$ cat src/rtl/tlc_pkg.sv
// Shared constants for the traffic-light controller display path.
// Segment bit positions and active-low seven-segment glyphs.
package tlc_pkg;

  localparam int NDIG   = 8;

  localparam int SEG_A  = 0;
  localparam int SEG_B  = 1;
  localparam int SEG_C  = 2;
  localparam int SEG_D  = 3;
  localparam int SEG_E  = 4;
  localparam int SEG_F  = 5;
  localparam int SEG_G  = 6;
  localparam int SEG_DP = 7;

  typedef logic [3:0] bcd_t;
  typedef logic [6:0] glyph_t;

  // Bit order g..a, active-low
  localparam glyph_t GLYPH_0     = 7'b100_0000;
  localparam glyph_t GLYPH_1     = 7'b111_1001;
  localparam glyph_t GLYPH_2     = 7'b010_0100;
  localparam glyph_t GLYPH_3     = 7'b011_0000;
  localparam glyph_t GLYPH_4     = 7'b001_1001;
  localparam glyph_t GLYPH_5     = 7'b001_0010;
  localparam glyph_t GLYPH_6     = 7'b000_0010;
  localparam glyph_t GLYPH_7     = 7'b111_1000;
  localparam glyph_t GLYPH_8     = 7'b000_0000;
  localparam glyph_t GLYPH_9     = 7'b001_0000;
  localparam glyph_t GLYPH_DASH  = 7'b011_1111;
  localparam glyph_t GLYPH_BLANK = 7'b111_1111;

endpackage

$ cat src/rtl/seg7_decode.sv
// BCD to active-low seven-segment pattern.
// Non-decimal codes render as a dash.
module seg7_decode
  import tlc_pkg::*;
(
  input  bcd_t   i_val,
  output glyph_t o_seg
);

  always_comb begin
    o_seg = GLYPH_DASH;
    case (i_val)
      4'd0:    o_seg = GLYPH_0;
      4'd1:    o_seg = GLYPH_1;
      4'd2:    o_seg = GLYPH_2;
      4'd3:    o_seg = GLYPH_3;
      4'd4:    o_seg = GLYPH_4;
      4'd5:    o_seg = GLYPH_5;
      4'd6:    o_seg = GLYPH_6;
      4'd7:    o_seg = GLYPH_7;
      4'd8:    o_seg = GLYPH_8;
      4'd9:    o_seg = GLYPH_9;
      default: o_seg = GLYPH_DASH;
    endcase
  end

endmodule

$ cat src/rtl/tlc_seg_scan.sv
// Multiplexed 8-digit seven-segment scanner with per-frame snapshot,
// leading-zero blanking and a blanked dead-time at each slot start.
module tlc_seg_scan
  import tlc_pkg::*;
#(
  parameter int              DIGIT_CYCLES = 100_000,
  parameter int              DEAD_CYCLES  = 1_000,
  parameter logic [NDIG-1:0] LZB_MASK     = 8'b1010_1010
)(
  input  logic            clk,
  input  logic            reset,
  input  logic            enable,
  input  logic [3:0]      d0,
  input  logic [3:0]      d1,
  input  logic [3:0]      d2,
  input  logic [3:0]      d3,
  input  logic [3:0]      d4,
  input  logic [3:0]      d5,
  input  logic [3:0]      d6,
  input  logic [3:0]      d7,
  input  logic [NDIG-1:0] blank,
  input  logic [NDIG-1:0] dp,
  output logic [7:0]      seg,
  output logic [NDIG-1:0] an
);

  localparam int CW = $clog2(DIGIT_CYCLES);
  localparam logic [CW-1:0] SLOT_MAX = CW'(DIGIT_CYCLES - 1);
  localparam logic [CW-1:0] DEAD_W   = CW'(DEAD_CYCLES);

  logic [CW-1:0]   r_slot;
  logic [2:0]      r_idx;
  bcd_t            r_snap_d [NDIG];
  logic [NDIG-1:0] r_snap_blank;
  logic [NDIG-1:0] r_snap_dp;
  logic [7:0]      r_seg;
  logic [NDIG-1:0] r_an;

  logic            w_frame;
  logic            w_dead;
  logic            w_dblank;
  bcd_t            w_digit;
  glyph_t          w_glyph;
  logic [7:0]      w_seg_nxt;
  logic [NDIG-1:0] w_an_nxt;

  seg7_decode u_dec (
    .i_val (w_digit),
    .o_seg (w_glyph)
  );

  always_comb begin
    w_digit  = r_snap_d[r_idx];
    w_frame  = enable && (r_idx == 3'd0) && (r_slot == '0);
    w_dead   = (r_slot < DEAD_W);
    w_dblank = r_snap_blank[r_idx] |
               (LZB_MASK[r_idx] & (w_digit == 4'd0));
    w_an_nxt = ~(8'd1 << r_idx);
    w_seg_nxt = 8'hFF;
    w_seg_nxt[SEG_DP] = ~r_snap_dp[r_idx];
    w_seg_nxt[SEG_G:SEG_A] = w_dblank ? GLYPH_BLANK : w_glyph;
  end

  always_ff @(posedge clk or negedge reset) begin
    if (!reset) begin
      r_slot <= '0;
      r_idx  <= '0;
    end else if (!enable) begin
      r_slot <= '0;
      r_idx  <= '0;
    end else if (r_slot == SLOT_MAX) begin
      r_slot <= '0;
      r_idx  <= r_idx + 3'd1;
    end else begin
      r_slot <= r_slot + 1'b1;
    end
  end

  always_ff @(posedge clk or negedge reset) begin
    if (!reset) begin
      for (int i = 0; i < NDIG; i++) r_snap_d[i] <= '0;
      r_snap_blank <= '0;
      r_snap_dp    <= '0;
    end else if (w_frame) begin
      r_snap_d[0]  <= d0;
      r_snap_d[1]  <= d1;
      r_snap_d[2]  <= d2;
      r_snap_d[3]  <= d3;
      r_snap_d[4]  <= d4;
      r_snap_d[5]  <= d5;
      r_snap_d[6]  <= d6;
      r_snap_d[7]  <= d7;
      r_snap_blank <= blank;
      r_snap_dp    <= dp;
    end
  end

  // Outputs trail the scan state by one cycle
  always_ff @(posedge clk or negedge reset) begin
    if (!reset) begin
      r_an  <= '1;
      r_seg <= '1;
    end else if (!enable || w_dead) begin
      r_an  <= '1;
      r_seg <= '1;
    end else begin
      r_an  <= w_an_nxt;
      r_seg <= w_seg_nxt;
    end
  end

  assign an  = r_an;
  assign seg = r_seg;

endmodule
$ cat config.mk
export PLATFORM = sky130hd
export DESIGN_NAME = tlc_seg_scan
export DESIGN_NICKNAME = d
export VERILOG_FILES = /design/src/rtl/tlc_pkg.sv /design/src/rtl/seg7_decode.sv /design/src/rtl/tlc_seg_scan.sv
export SDC_FILE = /design/constraint.sdc
export NUM_CORES = 1
export LEC_CHECK = 0
export ABC_AREA = 1
export BUFFER_PORTS_ARGS = -buffer_cell sky130_fd_sc_hd__buf_2
export CAP_MARGIN = 20
export CORE_MARGIN = 2
export CORE_UTILIZATION = 59
export CTS_BUF_LIST = sky130_fd_sc_hd__clkbuf_8
export DETAILED_ROUTE_END_ITERATION = 10
export PLACE_DENSITY = 0.82
export SYNTH_ARGS = -nofsm -noshare
export SYNTH_HDL_FRONTEND = slang
export SYNTH_SLANG_ARGS = --single-unit
export TNS_END_PERCENT = 5
$ cat constraint.sdc
create_clock -name clk -period 2.3 [get_ports clk]
set_input_delay 0.345 -clock clk [delete_from_list [all_inputs] [get_ports clk]]
set_output_delay 0.345 -clock clk [all_outputs]
set_load 0.03 [all_outputs]
==> summary.md, run 1 <==
| Metric | Value |
|---|---|
| Worst Hold Class | input pin to async pin |
| Largest family of logic cells by synthesized area | simple AND/OR/NAND/NOR gates |
| Flops & latches, synth | 84 |
| Reg2reg setup slack | 0.31 ns |
| Crit Reg-Reg Startpoint | r_idx[0] |
| Antenna Violating Nets Remaining | 0 |
| Initial DRC count | 210 |
| R2R depth | 15 |
| Fin. max-slew vios | 0 |
| Clock latency on the worst-skew pair | 0.36 ns |
| Inst Count DP | 716 |
| Main synth FF type | dfrtp_1 |
| Layout Cells excl Fill | 732 |
| Mux contribution to synthesized area | 0 |
| Crit path max-delay cell type | dfrtp_1 |
| Cell Rows | 31 |
| Starting Density | 0.605 |
| Final period utilization | 0.864 |
| Placer Congestion | 0.948 |
| Power Density | 691 mW/mm2 |
| CTS tree | built |
| CTS clk-pin slew, worst paths | 0.09 ns |
| # setup viols final | 0 |
| Synth cell types | 34 |
| Status | finished, final reports clean |
| Crit path kind | flip-flop to flip-flop |
| TritonRoute pass-1 iters | 5 |
| Post-synthesis adder-cell area fraction | 0.0402 |
| Hold buffer count at cts | 0 |
| Fmax | 503 MHz |
| Unrepaired setup endpoints after global routing | no |
| Compound-Gate Fraction of Synth Area | 0.0815 |
| Netlist Area Pre-Place | 0.00436 mm2 |
| Final Skew | 0.0128 ns |
| Fraction of layout cells with a size suffix above 1 | 0.188 |
| CP peak stage delay | 0.38 ns |
| Layout area overhead | 13.5% |
| Core footprint | 0.00721 mm2 |
| Synth Warn # | 0 |
| Die width | 90.0 um |
| IO Count | 67 |
| Ant. Diodes | 0 |
| Pleak | 2.56 nW |
| Post-Synth XOR/XNOR Area | 0.0100 |
| Vias in the first global route | 3705 |
| Syn_nets | 626 |
| # port buffers | 66 |
| Final WS setup | 0.312 ns |
| CP endpoint kind | flip-flop |
| Die Ht | 90.0 um |
| Via density | 5.17 |
| CTS resizes | 0 |
| Tot Pwr | 3.42 mW |
| Post-Synth Simple-Gate Area | 0.258 |
| Clock Path Buffers | 2 |
| # fillers | 617 |
| Pre-CTS WS | 0.342 ns |
| Grt total ovfl | 0 |
| DR WL/cell | 13.2 um |
| Die Area | 0.00810 mm2 |
| Multi-input gate area | 0.00170 mm2 |
| Post-CTS setup buffers | 0 |
| Ys async rst share | 1.00 |
| Most frequent cells in the layout | nand2_1 (150), inv_1 (105), dfrtp_1 (68) |
| Overall via count from detail_route | 3784 |
| Worst path cell trace | buf_4 > nor2_1 > nor2_1 > nand2_1 > nand2_1 > nand2_1 > nand2_1 > inv_1 > ha_1 > nand2_1 > inv_1 > nand3_1 > nand2_1 > nor2_4 > nand2_1 |
| Post-DP HPWL | 6.91 mm |
| Register area share after synthesis | 0.487 |
| Max IR drop VDD | 0.000363 V |
| Crit path DAT | 2.28 ns |
| Post-synthesis cell count | 561 |
| Final wirelength | 9.68 mm |
| Worst EP required | 2.59 ns |
| Worst r2r dst | seg[5] |
| Relative slew slack | 0.572 |
| Global-route wire length before repair | 16.8 mm |
| Initial antenna violation count | 0 |
| # DRC | 0 |
| Num Clock Sinks | 84 |
| Crit-path max FO | 22 |
| Largest net degree at the start of global routing | 81 |
| H-tree depth | 3 |
| Final hold vios | 0 |
| Mean Syn Cell Area | 7.77 um2 |
| GRT Total Usage | 0.257 |
| Number of buffers created by CTS | 9 |
| Max cap viols | 0 |
| Root buffer cell | clkbuf_8 |
| Core Util, Final | 0.686 |
| Most common cell after layout, fill and taps aside | nand2_1 |
| Number of synthesized flops with an enable pin | 0 |
| Setup TNS | 0 ns |
| Startpoint Class | flip-flop |
| Top cell by count, worst path | nand2_1 |
| Nets | 693 |
| FF/Latch Area | 0.00212 mm2 |
| Measured slew at the worst slew-check pin | 0.642 ns |
| Fin crit period | 1.99 ns |
[worst max-delay path by stage]
stage,startpoint,end,slack (ns),depth (start not counted)
5_1_grt,r_idx[0],seg[5],0.02,15
3_5_place_dp,r_idx[1],r_snap_d[2],0.34,8
3_3_place_gp,r_idx[1],r_snap_d[2],0.40,8
6_report,r_idx[0],seg[5],0.31,15
2_1_floorplan,r_idx[1],r_snap_dp[1],0.42,10
4_1_cts,r_idx[1],r_snap_d[2],0.31,8
[layer usage]
layer | track usage | vias up | part of all wire
li1 | - | 1859 | -
met1 | 0.344 | 1751 | 0.44
met2 | 0.424 | 153 | 0.47
met3 | 0.0528 | 21 | 0.068
met4 | 0.0833 | 0 | 0.020
met5 | 0 | - | 0
[critical path, delay by kind of cell (launching register included)]
kind	cells	cell delay, ns
flip-flops	1	0.38
AND/OR/NAND/NOR	11	0.93
buffers and inverters	3	0.40
adder cells (fa/ha/maj)	1	0.21
[cell usage after synthesis (6+ instances only)]
cell	number	area, um2
inv_1	103	387
nand3_1	40	200
nand2_1	150	563
nor3_1	15	75.1
dfrtp_1	68	1700
o21ai_0	18	90.1
buf_2	9	45.0
buf_6	6	67.6
nor2_1	39	146
ha_1	14	175
o21ai_1	40	200
dfstp_2	16	420
[power by group]
| group | switching [mW] | internal, mW | leakage (nW) |
|---|---|---|---|
| logic | 0.401 | 0.253 | 1.44 |
| registers | 0.127 | 1.69 | 1.04 |
| clock network | 0.560 | 0.386 | 0.0801 |
[state kept, by name (all words and copies together), names as in the netlist]
signal and flops:
an 8, r_idx 3, r_slot 17, r_snap_blank 8
r_snap_dp 8, seg 8, r_snap_d 32
[layout make-up]
class / count / share of cell area
multi-input cells: 349 / 0.343
repair buffers: 75 / 0.0859
clock inverters: 7 / 0.00935
inverters: 109 / 0.0827
well taps: 99 / 0.0250
clock buffers: 9 / 0.0250
flip-flops and latches: 84 / 0.429
[cell families (layout without fill, tap and decap cells)]
kind of cell               Yosys count  count (layout)
xor gates and xnor gates             5               5
and+or+nand+nor                    262             262
buffers and inverters              128             200
DFF                                 84              84
AOI/OAI and AO/OA                   68              68
adders and majority gates           14              14
[metrics by stage]
step	hold WS (ns)	instance area, um2
2_1_floorplan	0.0494	4360
3_3_place_gp	0.409	4780
3_5_place_dp	0.416	4780
4_1_cts	0.0289	4950
5_1_grt	0.0650	4950
6_report	0.00128	4950
Note: power is estimated with default switching activity, not from simulation.
==> run 2, diff against run 1 <==
ABC_AREA = default   (was 1)
CORE_UTILIZATION = 58   (was 59)
==> summary.md, run 2 <==
| Metric | Value |
|---|---|
| Cell Rows | 30 (-3.2%) |
| Layout Cells excl Fill | 483 (-34%) |
| Fmax | 454 MHz (-9.8%) |
| CTS clk-pin slew, worst paths | 0.09 ns (about the same) |
| Register area share after synthesis | 0.528 (+0.0413) |
| CP endpoint kind | flip-flop |
| Worst EP required | 2.55 ns (-0.04 ns) |
| Pre-CTS WS | 0.0124 ns (-0.330 ns) |
| Die Area | 0.00761 mm2 (-6.0%) |
| Startpoint Class | flip-flop |
| # DRC | 0 (unchanged) |
| Die Ht | 87.3 um (-3.0%) |
| Pleak | 2.16 nW (-16%) |
| Area contributors post-synth | dfrtp_1 (42%), dfstp_2 (10%), mux2_2 (9.0%), mux4_2 (6.7%), mux2_1 (5.6%) |
| Met3 Resource Use GR | 0.0502 (-0.00257) |
| Final period utilization | 0.958 (+0.0941) |
| Count leader, synth | dfrtp_1 |
| Placer Congestion | 0.901 (-5.0%) |
| GR peak layer | met2 |
| CTS tree | built |
| Final wirelength | 8.55 mm (-12%) |
| Crit path kind | flip-flop to flip-flop |
| Num Clock Sinks | 84 (unchanged) |
| Tot Pwr | 3.58 mW (+4.8%) |
| Ant. Diodes | 0 (unchanged) |
| Vias in the first global route | 2763 (-25%) |
| Antenna Violating Nets Remaining | 0 (unchanged) |
| Main synth FF type | dfrtp_1 |
| Fin crit period | 2.20 ns (+0.216 ns) |
| Post-synthesis cell count | 304 (-46%) |
| Global-route wire length before repair | 13.6 mm (-19%) |
| Relative slew slack | 0.683 (+0.111) |
| Unrepaired setup endpoints after global routing | yes |
| Final WS setup | 0.0958 ns (-0.216 ns) |
| GRT Total Usage | 0.236 (-0.0206) |
| Inst Count DP | 462 (-35%) |
| Power Density | 733 mW/mm2 (+6.1%) |
| Fraction of layout cells with a size suffix above 1 | 0.447 (+0.259) |
| Number of buffers created by CTS | 9 (unchanged) |
| Ys async rst share | 1.00 (unchanged) |
| Via density | 5.76 (+11%) |
| Max IR drop VDD | 0.000509 V (+40%) |
| Clock latency on the worst-skew pair | 0.37 ns (about the same) |
| Grt met1 use | 0.322 (-0.0222) |
| Layout area overhead | 21.6% |
| TritonRoute pass-1 iters | 4 (-1) |
| Met2 usage | 0.371 (-0.0537) |
| Root buffer cell | clkbuf_8 |
| Core Util, Final | 0.724 (+0.0376) |
| Starting Density | 0.595 (-0.00958) |
| Final Skew | 0.0100 ns (-0.00277 ns) |
| Die width | 87.3 um (-3.0%) |
| Synth cell count leaders | dfrtp_1 (68), mux2_2 (32), mux2_1 (20), dfstp_2 (16), nor2_1 (16) |
| Crit-path max FO | 16 (-27%) |
| Final hold vios | 0 (unchanged) |
| Largest net degree at the start of global routing | 49 (-40%) |
| Grt total ovfl | 0 (unchanged) |
| Mean Syn Cell Area | 13.2 um2 (+70%) |
| Worst Hold Class | input pin to flip-flop |
| Biggest register | r_snap_d |
| Overall via count from detail_route | 2780 (-27%) |
| DR WL/cell | 17.7 um (+34%) |
| Synth cell types | 39 (+15%) |
| H-tree depth | 3 (unchanged) |
| Area leader, netlist | dfrtp_1 |
| # setup viols final | 0 (unchanged) |
| Crit path DAT | 2.46 ns (+0.18 ns) |
| Most common cell after layout, fill and taps aside | dfrtp_1 |
| Synth Warn # | 0 (unchanged) |
| Syn_nets | 369 (-41%) |
| Top flop regs | r_snap_d: 32 flops, r_slot: 17 flops |
| Core footprint | 0.00676 mm2 (-6.3%) |
| Post-DP HPWL | 5.99 mm (-13%) |
| Max cap viols | 0 (unchanged) |
| Final instance area | 0.00489 mm2 (-1.2%) |
| # port buffers | 66 (unchanged) |
| Flops & latches, synth | 84 (unchanged) |
| Nets | 463 (-33%) |
| Netlist Area Pre-Place | 0.00402 mm2 (-7.8%) |
| Initial antenna violation count | 0 (unchanged) |
| Status | finished, final reports clean |
| Most frequent cells in the layout | dfrtp_1 (66), buf_2 (65), mux2_2 (32) |
| Share of the synthesized area in the top cell type | 0.423 (+0.0331) |
| Measured slew at the worst slew-check pin | 0.475 ns (-0.167 ns) |
| Fin. max-slew vios | 0 (unchanged) |
| IO Count | 67 (unchanged) |
| # fillers | 471 (-24%) |
| Initial DRC count | 103 (-51%) |
| Number of synthesized flops with an enable pin | 0 (unchanged) |
| Max reg flops | 32 (unchanged) |
| Clock Path Buffers | 2 (unchanged) |
| Placed cell area | 0.00460 mm2 (-3.8%) |
[run 2: repair_timing]
action / CTS / global route
buffers inserted: 0 / 2
hold buffers: 1 / 0
endpoints found under the hold margin: 27 / 0
endpoints found under the setup margin: 4 / 56
cloned: 0 / 2
gates resized for setup: 1 / 10
pin swaps: 0 / 2
[run 2: kinds of logic after synthesis]
group | Yosys count | synth area share
adder cells (fa/ha/maj) | 14 | 0.0436
AND/OR/NAND/NOR | 75 | 0.103
multiplexers | 70 | 0.228
XOR/XNOR | 13 | 0.0283
buffers and inverters | 25 | 0.0317
flip-flops | 84 | 0.528
AO/OA/AOI/OAI | 23 | 0.0380
[run 2: final cells by class]
type | count | area (um2) | share of cell area
sequential | 84 | 2120 | 0.434
multi-input combinational | 195 | 1790 | 0.366
timing repair buffer | 96 | 623 | 0.127
clock buffer | 9 | 124 | 0.0253
tap | 80 | 100 | 0.0205
clock inverter | 7 | 82.6 | 0.0169
inverter | 12 | 45.0 | 0.00921
[run 2: final timing paths]
path                       depth (start not counted)       startpoint  slack [ns]              end
setup / recovery                                   6       r_slot[13]         0.1       r_slot[10]
hold / removal                                     2            d0[1]        0.19     r_snap_d[29]
setup reg to reg                                   6       r_slot[13]         0.1       r_slot[10]
hold reg to reg                                    1  r_snap_blank[0]        0.49  r_snap_blank[0]
max in group asynchronous                          3            reset        1.15           seg[5]
min in group asynchronous                          2            reset        0.49       r_slot[14]
[run 2: stage by stage]
| step | setup TNS (ns) | hold WS [ns] |
|---|---|---|
| floorplan | -0.514 | 0.0494 |
| global placement | 0 | 0.335 |
| detailed placement | 0 | 0.345 |
| CTS | 0 | 0.186 |
| global route | -0.0852 | 0.187 |
| finish | 0 | 0.191 |
[run 2: metal layers]
metal  up-vias  wire [um]  share of wire
li1       1292          -              -
met5         -          0              0
met4         0        175          0.020
met2        88       4070           0.48
met1      1386       3830           0.45
met3        14        462          0.054
[run 2: report_power, final]
group	leakage [nW]	switching, mW	internal (mW)
sequential	1.00	0.123	1.69
combinational	1.05	0.294	0.378
clock	0.0984	0.577	0.518
total	2.16	0.994	2.59
[run 2: critical path, cell delays in order (launching register included)]
cell and delay (ns):
dfrtp_1 0.44, or4_1 0.62, buf_4 0.20, or3_1 0.43, o21ai_2 0.19, buf_12 0.16, nor2_1 0.05
==> run 3, diff against run 2 <==
CORE_UTILIZATION = 53   (was 58)
PLACE_DENSITY = default   (was 0.82)
PLACE_DENSITY_LB_ADDON = 0.15   (was default)
clock period = 1.8 ns   (was 2.3 ns; I/O delays follow)
==> summary.md, run 3 (same netlist as run 2, synthesis figures left out) <==
| Metric | Value |
|---|---|
| Status | complete, but fails checks |
| Violated checks | setup timing |
| Die width | 91.1 um (+4.4%) |
| Pleak | 2.44 nW (+13%) |
| Hold_ws | 0.138 ns (-0.0531 ns) |
| Power Density | 892 mW/mm2 (+22%) |
| Final wirelength | 9.00 mm (+5.3%) |
| Clock latency on the worst-skew pair | 0.35 ns (-0.02 ns) |
| Cell Rows | 31 (+3.3%) |
| Crit path max-delay cell type | or4_4 |
| Final Skew | 0.00957 ns (-0.000466 ns) |
| GRT Total Usage | 0.229 (-0.00745) |
| Nets | 497 (+7.3%) |
| Max cap viols | 0 (unchanged) |
| Critical path buffers and inverters | 3 (+1) |
| Fin. max-slew vios | 0 (unchanged) |
| IO Count | 67 (unchanged) |
| Worst EP required | 2.04 ns (-0.51 ns) |
| Layout area overhead | 34.0% |
| Vias in the first global route | 3044 (+10%) |
| Ant. Diodes | 0 (unchanged) |
| Fmax | 432 MHz (-4.8%) |
| Initial DRC count | 149 (+45%) |
| CTS clk-pin slew, worst paths | 0.08 ns (about the same) |
| Placed cell area | 0.00492 mm2 (+7.1%) |
| Final period utilization | 1.29 (+0.329) |
| Worst Hold Class | input pin to flip-flop |
| Grt total ovfl | 0 (unchanged) |
| Measured slew at the worst slew-check pin | 0.425 ns (-0.0505 ns) |
| Global-route wire length before repair | 14.8 mm (+9.2%) |
| Num Clock Sinks | 84 (unchanged) |
| Root buffer cell | clkbuf_8 |
| # setup viols final | 73 (+73) |
| Biggest register | r_snap_d |
| Crit path DAT | 2.55 ns (+0.09 ns) |
| Initial antenna violation count | 0 (unchanged) |
| Overall via count from detail_route | 2915 (+4.9%) |
| CTS tree | built |
| Worst path cell trace | or3_4 > or4_4 > nor4_4 > buf_4 > buf_6 > buf_12 > mux2_4 |
| CP peak stage delay | 0.44 ns (-0.18 ns) |
| Max reg flops | 32 (unchanged) |
| CP endpoint kind | flip-flop |
| Via density | 5.45 (-5.3%) |
| Placer Congestion | 0.825 (-8.4%) |
| Most frequent cells in the layout | dfrtp_1 (66), buf_2 (65), buf_4 (52) |
| Die Ht | 91.1 um (+4.4%) |
| Crit-path max FO | 6 (-10) |
| Fin crit period | 2.32 ns (+0.112 ns) |
| Final WS setup | -0.516 ns (-0.612 ns) |
| Startpoint Class | flip-flop |
| Most common cell after layout, fill and taps aside | dfrtp_1 |
| Final instance area | 0.00539 mm2 (+10%) |
| Unrepaired setup endpoints after global routing | yes |
| Top flop regs | r_snap_d: 32 flops, r_slot: 17 flops |
| CP delay by family, top | simple AND/OR/NAND/NOR gates |
| Final hold vios | 0 (unchanged) |
| Fraction of layout cells with a size suffix above 1 | 0.564 (+0.118) |
| Max IR drop VDD | 0.000574 V (+13%) |
| # port buffers | 66 (unchanged) |
| TritonRoute pass-1 iters | 4 (unchanged) |
| Crit path kind | flip-flop to flip-flop |
| Relative slew slack | 0.717 (+0.0337) |
| H-tree depth | 3 (unchanged) |
| Number of buffers created by CTS | 9 (unchanged) |
| Post-DP HPWL | 5.85 mm (-2.3%) |
| Starting Density | 0.551 (-0.0437) |
| DR WL/cell | 16.8 um (-5.0%) |
| # DRC | 0 (unchanged) |
| Largest net degree at the start of global routing | 85 (+73%) |
| Core footprint | 0.00729 mm2 (+7.9%) |
| Die Area | 0.00830 mm2 (+9.0%) |
| Clock Path Buffers | 2 (unchanged) |
| Antenna Violating Nets Remaining | 0 (unchanged) |
[run 3: cell types whose count changed in the layout (fill, tap and decap cells not counted), sizes merged]
cell  previous run  this run
buf             94       129
inv             15        13
[run 3: layout make-up]
type	count	area [um2]
repair buffers	130	937
inverters	12	52.6
clock inverters	5	53.8
flip-flops and latches	84	2120
multi-input cells	195	1960
fillers	511	1900
clock buffers	10	138
well taps	99	124
[run 3: where the power goes]
| part | switching (mW) | internal (mW) |
|---|---|---|
| sequential | 0.155 | 2.16 |
| clock | 0.663 | 0.664 |
| combinational | 0.449 | 0.713 |
| total | 1.27 | 3.54 |
[run 3: per-stage QoR]
| step | util | instances | power (mW) | setup TNS [ns] | worst slack [ns] |
|---|---|---|---|---|---|
| 6_report | 0.739 | 535 | 4.81 | -27.72 | -0.516 |
| 5_1_grt | 0.739 | 535 | 5.03 | -31.77 | -0.573 |
| 4_1_cts | 0.732 | 536 | 4.75 | -27.43 | -0.496 |
| 3_5_place_dp | 0.675 | 511 | 3.30 | -32.75 | -0.552 |
| 3_3_place_gp | 0.675 | 511 | 3.25 | -30.72 | -0.482 |
| 2_1_floorplan | - | 304 | 2.93 | -20.49 | -0.378 |
[run 3: path summary, 6_finish.rpt]
check	start	end	slack (ns)	cells past startpoint
hold / removal	blank[2]	r_snap_blank[2]	0.14	2
hold reg to reg	r_snap_d[16]	r_snap_d[16]	0.51	1
setup reg to reg	r_slot[10]	r_snap_dp[5]	-0.52	7
setup / recovery	r_slot[10]	r_snap_dp[5]	-0.52	7
max in group asynchronous	reset	r_idx[1]	0.96	3
min in group asynchronous	reset	r_snap_d[26]	0.49	3
[run 3: timing repair]
action,4_1_cts,5_1_grt
pin swaps,6,4
hold buffers,1,0
setup buffers,5,0
resized for setup,22,22
setup endpoints to repair,79,74
endpoints found under the hold margin,68,0
cloned,4,0
[run 3: per-layer routing]
layer / wire (um) / vias to the layer above / GRT usage
met5: 0 / - / 0
met1: 4050 / 1468 / 0.312
met3: 383 / 12 / 0.0315
met2: 4420 / 75 / 0.376
met4: 141 / 0 / 0.0871
li1: - / 1360 / -
